$ cat src/rtl/pe_acc_pkg.sv
// Shared types and helpers for the PE accumulator: FSM encoding and
// accumulator clamp values derived from the accumulator width.
package pe_acc_pkg;

    typedef enum logic [1:0] {
        ST_IDLE = 2'd0,
        ST_ACC  = 2'd1,
        ST_OUT  = 2'd2
    } acc_state_e;

    // Clamp values returned as 64-bit patterns; callers size-cast them to their width.
    function automatic logic [63:0] acc_smax(input int w);
        return (64'd1 << (w - 1)) - 64'd1;
    endfunction

    function automatic logic [63:0] acc_smin(input int w);
        return 64'd1 << (w - 1);
    endfunction

    function automatic logic [63:0] acc_umax(input int w);
        return (64'd1 << w) - 64'd1;
    endfunction

endpackage

$ cat src/rtl/pe_acc_lane.sv
// One accumulator lane: extend, add, overflow detect, saturate or wrap,
// plus the accumulator register and its sticky overflow flag.
module pe_acc_lane
    import pe_acc_pkg::*;
#(
    parameter int DATA_WIDTH = 8,
    parameter int ACC_WIDTH  = 24
) (
    input  logic                  i_clk,
    input  logic                  i_rst_n,
    input  logic                  load,
    input  logic [ACC_WIDTH-1:0]  load_val,
    input  logic                  add_en,
    input  logic                  is_signed,
    input  logic                  sat_en,
    input  logic [DATA_WIDTH-1:0] data,
    output logic [ACC_WIDTH-1:0]  acc,
    output logic                  ovf
);

    localparam int EXT_W = ACC_WIDTH + 1;
    localparam logic [ACC_WIDTH-1:0] SMAX = ACC_WIDTH'(acc_smax(ACC_WIDTH));
    localparam logic [ACC_WIDTH-1:0] SMIN = ACC_WIDTH'(acc_smin(ACC_WIDTH));
    localparam logic [ACC_WIDTH-1:0] UMAX = ACC_WIDTH'(acc_umax(ACC_WIDTH));

    logic [ACC_WIDTH-1:0] acc_r;
    logic                 ovf_r;
    logic [EXT_W-1:0]     addend_s;
    logic [EXT_W-1:0]     acc_ext_s;
    logic [EXT_W-1:0]     sum_s;
    logic                 ovf_s;
    logic [ACC_WIDTH-1:0] next_s;

    // Extend both operands one bit past the accumulator, add, and clamp or wrap.
    always_comb begin
        addend_s  = {{(EXT_W - DATA_WIDTH){data[DATA_WIDTH-1] & is_signed}}, data};
        acc_ext_s = {acc_r[ACC_WIDTH-1] & is_signed, acc_r};
        sum_s     = acc_ext_s + addend_s;
        if (is_signed) begin
            ovf_s = sum_s[EXT_W-1] ^ sum_s[ACC_WIDTH-1];
        end else begin
            ovf_s = sum_s[EXT_W-1];
        end
        if (ovf_s && sat_en) begin
            if (!is_signed) begin
                next_s = UMAX;
            end else if (sum_s[EXT_W-1]) begin
                next_s = SMIN;
            end else begin
                next_s = SMAX;
            end
        end else begin
            next_s = sum_s[ACC_WIDTH-1:0];
        end
    end

    // Accumulator and sticky overflow; a load starts a fresh tile.
    always_ff @(posedge i_clk or negedge i_rst_n) begin
        if (!i_rst_n) begin
            acc_r <= {ACC_WIDTH{1'b0}};
            ovf_r <= 1'b0;
        end else if (load) begin
            acc_r <= load_val;
            ovf_r <= 1'b0;
        end else if (add_en) begin
            acc_r <= next_s;
            ovf_r <= ovf_r | ovf_s;
        end
    end

    assign acc = acc_r;
    assign ovf = ovf_r;

endmodule

$ cat src/rtl/pe_acc_stream.sv
// Multi-lane PE accumulator: sums a programmed number of beats per tile and
// drains the registered result through a valid/ready handshake.
module pe_acc_stream
    import pe_acc_pkg::*;
#(
    parameter int DATA_WIDTH  = 8,
    parameter int ACC_WIDTH   = 24,
    parameter int DATA_COPIES = 32,
    parameter int LEN_WIDTH   = 16
) (
    input  logic                              i_clk,
    input  logic                              i_rst_n,
    input  logic                              i_start,
    input  logic [LEN_WIDTH-1:0]              i_len,
    input  logic                              i_signed,
    input  logic                              i_sat_en,
    input  logic                              i_bias_en,
    input  logic [DATA_COPIES*ACC_WIDTH-1:0]  i_bias,
    input  logic [DATA_COPIES*DATA_WIDTH-1:0] i_mdata,
    input  logic                              i_mdata_vld,
    output logic                              o_mdata_rdy,
    output logic [DATA_COPIES*ACC_WIDTH-1:0]  o_acc_result,
    output logic                              o_acc_vld,
    input  logic                              i_acc_rdy,
    output logic [DATA_COPIES-1:0]            o_ovf,
    output logic                              o_busy
);

    acc_state_e           state_r, state_nx_s;
    logic [LEN_WIDTH-1:0] cnt_r;
    logic                 signed_r, sat_en_r;
    logic                 rdy_r, vld_r, busy_r;
    logic                 rdy_nx_s, vld_nx_s, busy_nx_s;
    logic                 load_s, beat_s;

    // A start is honoured from IDLE, or from OUT in the cycle the result drains.
    assign load_s = i_start & ((state_r == ST_IDLE) | ((state_r == ST_OUT) & i_acc_rdy));
    assign beat_s = i_mdata_vld & rdy_r;

    // State register.
    always_ff @(posedge i_clk or negedge i_rst_n) begin
        if (!i_rst_n) begin
            state_r <= ST_IDLE;
        end else begin
            state_r <= state_nx_s;
        end
    end

    // Next-state logic.
    always_comb begin
        state_nx_s = state_r;
        case (state_r)
            ST_IDLE: begin
                if (i_start) begin
                    state_nx_s = (i_len != {LEN_WIDTH{1'b0}}) ? ST_ACC : ST_OUT;
                end else begin
                    state_nx_s = ST_IDLE;
                end
            end
            ST_ACC: begin
                if (beat_s && (cnt_r == LEN_WIDTH'(1))) begin
                    state_nx_s = ST_OUT;
                end else begin
                    state_nx_s = ST_ACC;
                end
            end
            ST_OUT: begin
                if (i_acc_rdy && i_start) begin
                    state_nx_s = (i_len != {LEN_WIDTH{1'b0}}) ? ST_ACC : ST_OUT;
                end else if (i_acc_rdy) begin
                    state_nx_s = ST_IDLE;
                end else begin
                    state_nx_s = ST_OUT;
                end
            end
            default: state_nx_s = ST_IDLE;
        endcase
    end

    // Output decode from the next state so the handshake flops line up with state_r.
    always_comb begin
        rdy_nx_s  = 1'b0;
        vld_nx_s  = 1'b0;
        busy_nx_s = 1'b0;
        case (state_nx_s)
            ST_IDLE: begin
                rdy_nx_s  = 1'b0;
                vld_nx_s  = 1'b0;
                busy_nx_s = 1'b0;
            end
            ST_ACC: begin
                rdy_nx_s  = 1'b1;
                busy_nx_s = 1'b1;
            end
            ST_OUT: begin
                vld_nx_s  = 1'b1;
                busy_nx_s = 1'b1;
            end
            default: begin
                rdy_nx_s  = 1'b0;
                vld_nx_s  = 1'b0;
                busy_nx_s = 1'b0;
            end
        endcase
    end

    // Handshake output registers.
    always_ff @(posedge i_clk or negedge i_rst_n) begin
        if (!i_rst_n) begin
            rdy_r  <= 1'b0;
            vld_r  <= 1'b0;
            busy_r <= 1'b0;
        end else begin
            rdy_r  <= rdy_nx_s;
            vld_r  <= vld_nx_s;
            busy_r <= busy_nx_s;
        end
    end

    // Tile configuration and remaining-beat counter.
    always_ff @(posedge i_clk or negedge i_rst_n) begin
        if (!i_rst_n) begin
            cnt_r    <= {LEN_WIDTH{1'b0}};
            signed_r <= 1'b0;
            sat_en_r <= 1'b0;
        end else if (load_s) begin
            cnt_r    <= i_len;
            signed_r <= i_signed;
            sat_en_r <= i_sat_en;
        end else if (beat_s) begin
            cnt_r    <= cnt_r - LEN_WIDTH'(1);
        end
    end

    for (genvar g = 0; g < DATA_COPIES; g++) begin : g_lane
        pe_acc_lane #(
            .DATA_WIDTH (DATA_WIDTH),
            .ACC_WIDTH  (ACC_WIDTH)
        ) u_lane (
            .i_clk     (i_clk),
            .i_rst_n   (i_rst_n),
            .load      (load_s),
            .load_val  (i_bias_en ? i_bias[ACC_WIDTH*g +: ACC_WIDTH] : {ACC_WIDTH{1'b0}}),
            .add_en    (beat_s),
            .is_signed (signed_r),
            .sat_en    (sat_en_r),
            .data      (i_mdata[DATA_WIDTH*g +: DATA_WIDTH]),
            .acc       (o_acc_result[ACC_WIDTH*g +: ACC_WIDTH]),
            .ovf       (o_ovf[g])
        );
    end

    assign o_mdata_rdy = rdy_r;
    assign o_acc_vld   = vld_r;
    assign o_busy      = busy_r;

endmodule

$ cat config.mk
export PLATFORM = sky130hd
export DESIGN_NAME = pe_acc_stream
export DESIGN_NICKNAME = d
export VERILOG_FILES = /design/src/rtl/pe_acc_pkg.sv /design/src/rtl/pe_acc_lane.sv /design/src/rtl/pe_acc_stream.sv
export SDC_FILE = /design/constraint.sdc
export NUM_CORES = 2
export LEC_CHECK = 0
export CAP_MARGIN = 15
export CORE_AREA = 2 2 724 726
export CTS_BUF_LIST = sky130_fd_sc_hd__clkbuf_2
export DETAILED_ROUTE_END_ITERATION = 12
export DIE_AREA = 0 0 726 728
export DONT_BUFFER_PORTS = 1
export GPL_TIMING_DRIVEN = 1
export HOLD_SLACK_MARGIN = 0.1
export PLACE_DENSITY = 0.34
export SETUP_SLACK_MARGIN = 0.5
export SLEW_MARGIN = 20
export SYNTH_ARGS = -nofsm -noshare
export SYNTH_HDL_FRONTEND = slang
export SYNTH_SLANG_ARGS = --single-unit
$ cat constraint.sdc
create_clock -name i_clk -period 3.9 [get_ports i_clk]
set_clock_uncertainty 0.1 [all_clocks]
set_input_delay 0.585 -clock i_clk [delete_from_list [all_inputs] [get_ports i_clk]]
set_output_delay 0.585 -clock i_clk [all_outputs]
set_load 0.005 [all_outputs]
==> reports/metrics.cfg <==
[sta]
setup_viol = 1
slew_violations = 0
slew_headroom_pct = 26.9
period_share_pct = 101
setup_ws_ns = -0.0447
tightestPinTransition_ns = 1.10
hold_viol = 0
timing.fmax_mhz = 254
rsz0062_at_grt = true
period_needed_ns = 3.94

[floorplan]
die_area_um2 = 529000
die_h_um = 728
num_rows = 265
io_pins = 1851
die_w_um = 726
core-area_um2 = 520000
start_util_pct = 15.6

[setup_path]
path_max_fanout = 144
start_kind = input pin
required_ns = 5.67
crit_type = input pin to flop
worstSetupEndpointType = flop
arrival_ns = 5.72

[job]
maxCapViolCount = 0

[placement]
dp_hpwl_um = 507000
gp_congestion = 0.966
place_ws_ns = -0.136
port_buffers = 0

[route]
drcViolationCount = 0
detail-route-antenna-nets = 0
wl_per_cell_um = 29.9
vias = 114000
first_iter_violations = 9839
routed_via_density = 5.01
first_pass_iters = 6
wirelength_um = 679000

[synth]
synth_top_area_share_pct = 25.4
syn_nets = 12200
ys_ff_latch = 823
ys_top_cells_by_area = dfrtp_1 (25%), xnor2_1 (5.6%), a21oi_1 (5.4%)
syn-instance-count = 10800
synthFlopType = dfrtp_1
syn_avg_cell_area_um2 = 7.49
ys_seq_area_share_pct = 25.4
yosysWarnings = 0
yosys.area.top_type = dfrtp_1
syn-cell-area_um2 = 81200
async_flop_share_pct = 100
yosysUniqueCellTypes = 133
synth-edff-count = 0

[global_routing]
grt_pass1_vias = 109000
gr-usage-all-layers_pct = 23.8
grt_remaining_overflow = 0
grt_max_degree = 450
antenna_found_initial = 114
grt_pass1_wl_um = 906000

[power_and_ir_drop]
leakage_uw = 0.0569
power_uw = 106000
combPwrFrac_pct = 72.4
power-per-cell-area_nw_per_um2 = 727
ir_drop_v = 0.000396
netSwitchingFraction_pct = 54.5
clkPwrFrac_pct = 8.6
p_switching_uw = 57600
p_seq_share_pct = 19.0
p_int_uw = 48000

[clock_tree]
clockBufferDepth = 4
clk_pin_slew_ns = 0.11
clkLatencyLatePin_ns = 2.09
cts_max_level = 5
cts_sinks = 823
root_buffer = clkbuf_2
cts_tree = built
cts_made_buffers = 304

[min_path]
min_path_type = input pin to flop

[status]
violations = negative setup slack
status = finished, violations left

[cells_and_area]
syn_to_final_growth_pct = 78.8
finalNetCount = 16900
drive_above_1_share_pct = 18.4

-- layout make-up --
class | instances | area (um2)
antenna | 91 | 228
clock buffer | 431 | 2160
clock inverter | 78 | 467
fill | 56000 | 375000
inverter | 248 | 941
multi-input combinational | 8830 | 58800
sequential | 823 | 20900
tap | 6942 | 8690
timing repair buffer | 5308 | 53000
-- worst max-delay path, stage by stage --
cell,delay (ns)
buf_16,0.09
buf_16,0.11
buf_16,0.10
buf_16,0.10
buf_16,0.09
dlygate4sd3_1,0.79
buf_16,0.24
buf_16,0.27
buf_16,0.47
nand2_1,0.17
dlygate4sd3_1,0.64
dlygate4sd3_1,0.58
dlygate4sd3_1,0.59
a2bb2oi_1,0.15
-- cell usage in the layout (no fill, tap or decap), drive strengths merged, types with 39 or more instances in the layout --
cell / count
diode: 91
a21boi: 62
clkbuf: 441
nor4: 136
nor2b: 50
inv: 258
o21a: 95
or3: 131
a22oi: 146
nor2: 836
nand3: 702
xnor2: 522
a32oi: 46
and4: 39
or2: 60
a221oi: 45
nand2b: 94
a21o: 101
dlygate4sd3: 3767
nand4: 141
o31ai: 85
xor2: 162
a31oi: 160
mux2i: 123
and2: 132
or4: 67
a211oi: 279
o21ai: 680
mux2: 53
o211ai: 234
clkinv: 57
nor3: 553
dfrtp: 823
nand2: 968
and3: 159
ha: 260
a21oi: 888
o22ai: 96
buf: 1501
-- logic make-up after synthesis --
group | Yosys count | synth area share, %
xor gates and xnor gates | 684 | 7.41
adders and majority gates | 294 | 4.82
buffers and inverters | 1187 | 5.95
DFF | 823 | 25.4
AOI/OAI and AO/OA | 3466 | 28.5
and+or+nand+nor | 4210 | 25.7
muxes | 176 | 2.26
-- synth_stat cells (all sizes together) (96+ instances only) --
| cell type | count |
|---|---|
| o21ai | 680 |
| xnor2 | 522 |
| nor4 | 136 |
| inv | 248 |
| nand2 | 968 |
| a21o | 101 |
| ha | 260 |
| dfrtp | 823 |
| and2 | 132 |
| a21oi | 888 |
| buf | 205 |
| a211oi | 279 |
| or3 | 131 |
| nand4 | 141 |
| o22ai | 96 |
| a31oi | 160 |
| mux2i | 123 |
| clkbuf | 734 |
| xor2 | 162 |
| nor2 | 836 |
| o211ai | 234 |
| nor3 | 553 |
| and3 | 159 |
| a22oi | 146 |
| nand3 | 702 |
-- layer usage --
layer / global-route usage, % / vias up / wire length (um)
li1: - / 50100 / -
met1: 28.4 / 56400 / 267000
met2: 37.8 / 5754 / 301000
met3: 7.63 / 1801 / 63400
met4: 12.8 / 44 / 47300
met5: 0 / - / 275
-- power groups by stage --
stage / logic [uW] / registers [uW] / clock network, uW
finish: 76500 / 20000 / 9060
CTS: 71100 / 19700 / 9440
detailed placement: 59800 / 20300 / 0
floorplan: 34500 / 16300 / 0
global placement: 60000 / 20400 / 0
global route: 81500 / 20300 / 9800
-- flip-flops by register name, indices dropped and copies added (netlist names) --
register           count
o_acc_vld              1
state_r                2
g_lane.u_lane.acc    768
g_lane.u_lane.ovf     32
o_busy                 1
signed_r               1
o_mdata_rdy            1
cnt_r                 16
sat_en_r               1
-- worst paths after layout --
kind	start	slack, ns	to	cells past startpoint
max in group asynchronous	i_rst_n	1.12	g_lane[5].u_lane.acc[23]	7
hold / removal	i_bias[73]	0.29	g_lane[3].u_lane.acc[1]	5
hold reg to reg	g_lane[10].u_lane.ovf	0.47	g_lane[10].u_lane.ovf	2
setup / recovery	i_bias_en	-0.04	g_lane[14].u_lane.acc[15]	14
min in group asynchronous	i_rst_n	1.31	g_lane[22].u_lane.acc[23]	6
setup reg to reg	g_lane[8].u_lane.acc[0]	0.10	g_lane[8].u_lane.acc[3]	14
-- metrics by stage --
stage	hold slack (ns)	util, %	cells	instance area (um2)	setup TNS (ns)
final	0.293	27.9	22800	145000	-0.0447
after global routing	0.0339	27.9	22700	145000	-0.0187
after CTS	-1.68	25.4	21700	132000	-2.91
after detailed placement	0.454	18.3	17900	95300	-0.511
after global placement	0.448	18.3	17900	95300	-0.207
after floorplan	0.189	-	10800	81200	0
-- what timing repair did --
action                      CTS  global route
cloned                       21            13
setup endpoints to repair  1399          1586
pin swaps                     4           176
hold endpoints to repair   1646           661
hold buffers               2969           893
resized for setup           598           691
setup buffers               246           148
Note: power is estimated with default switching activity, not from simulation.
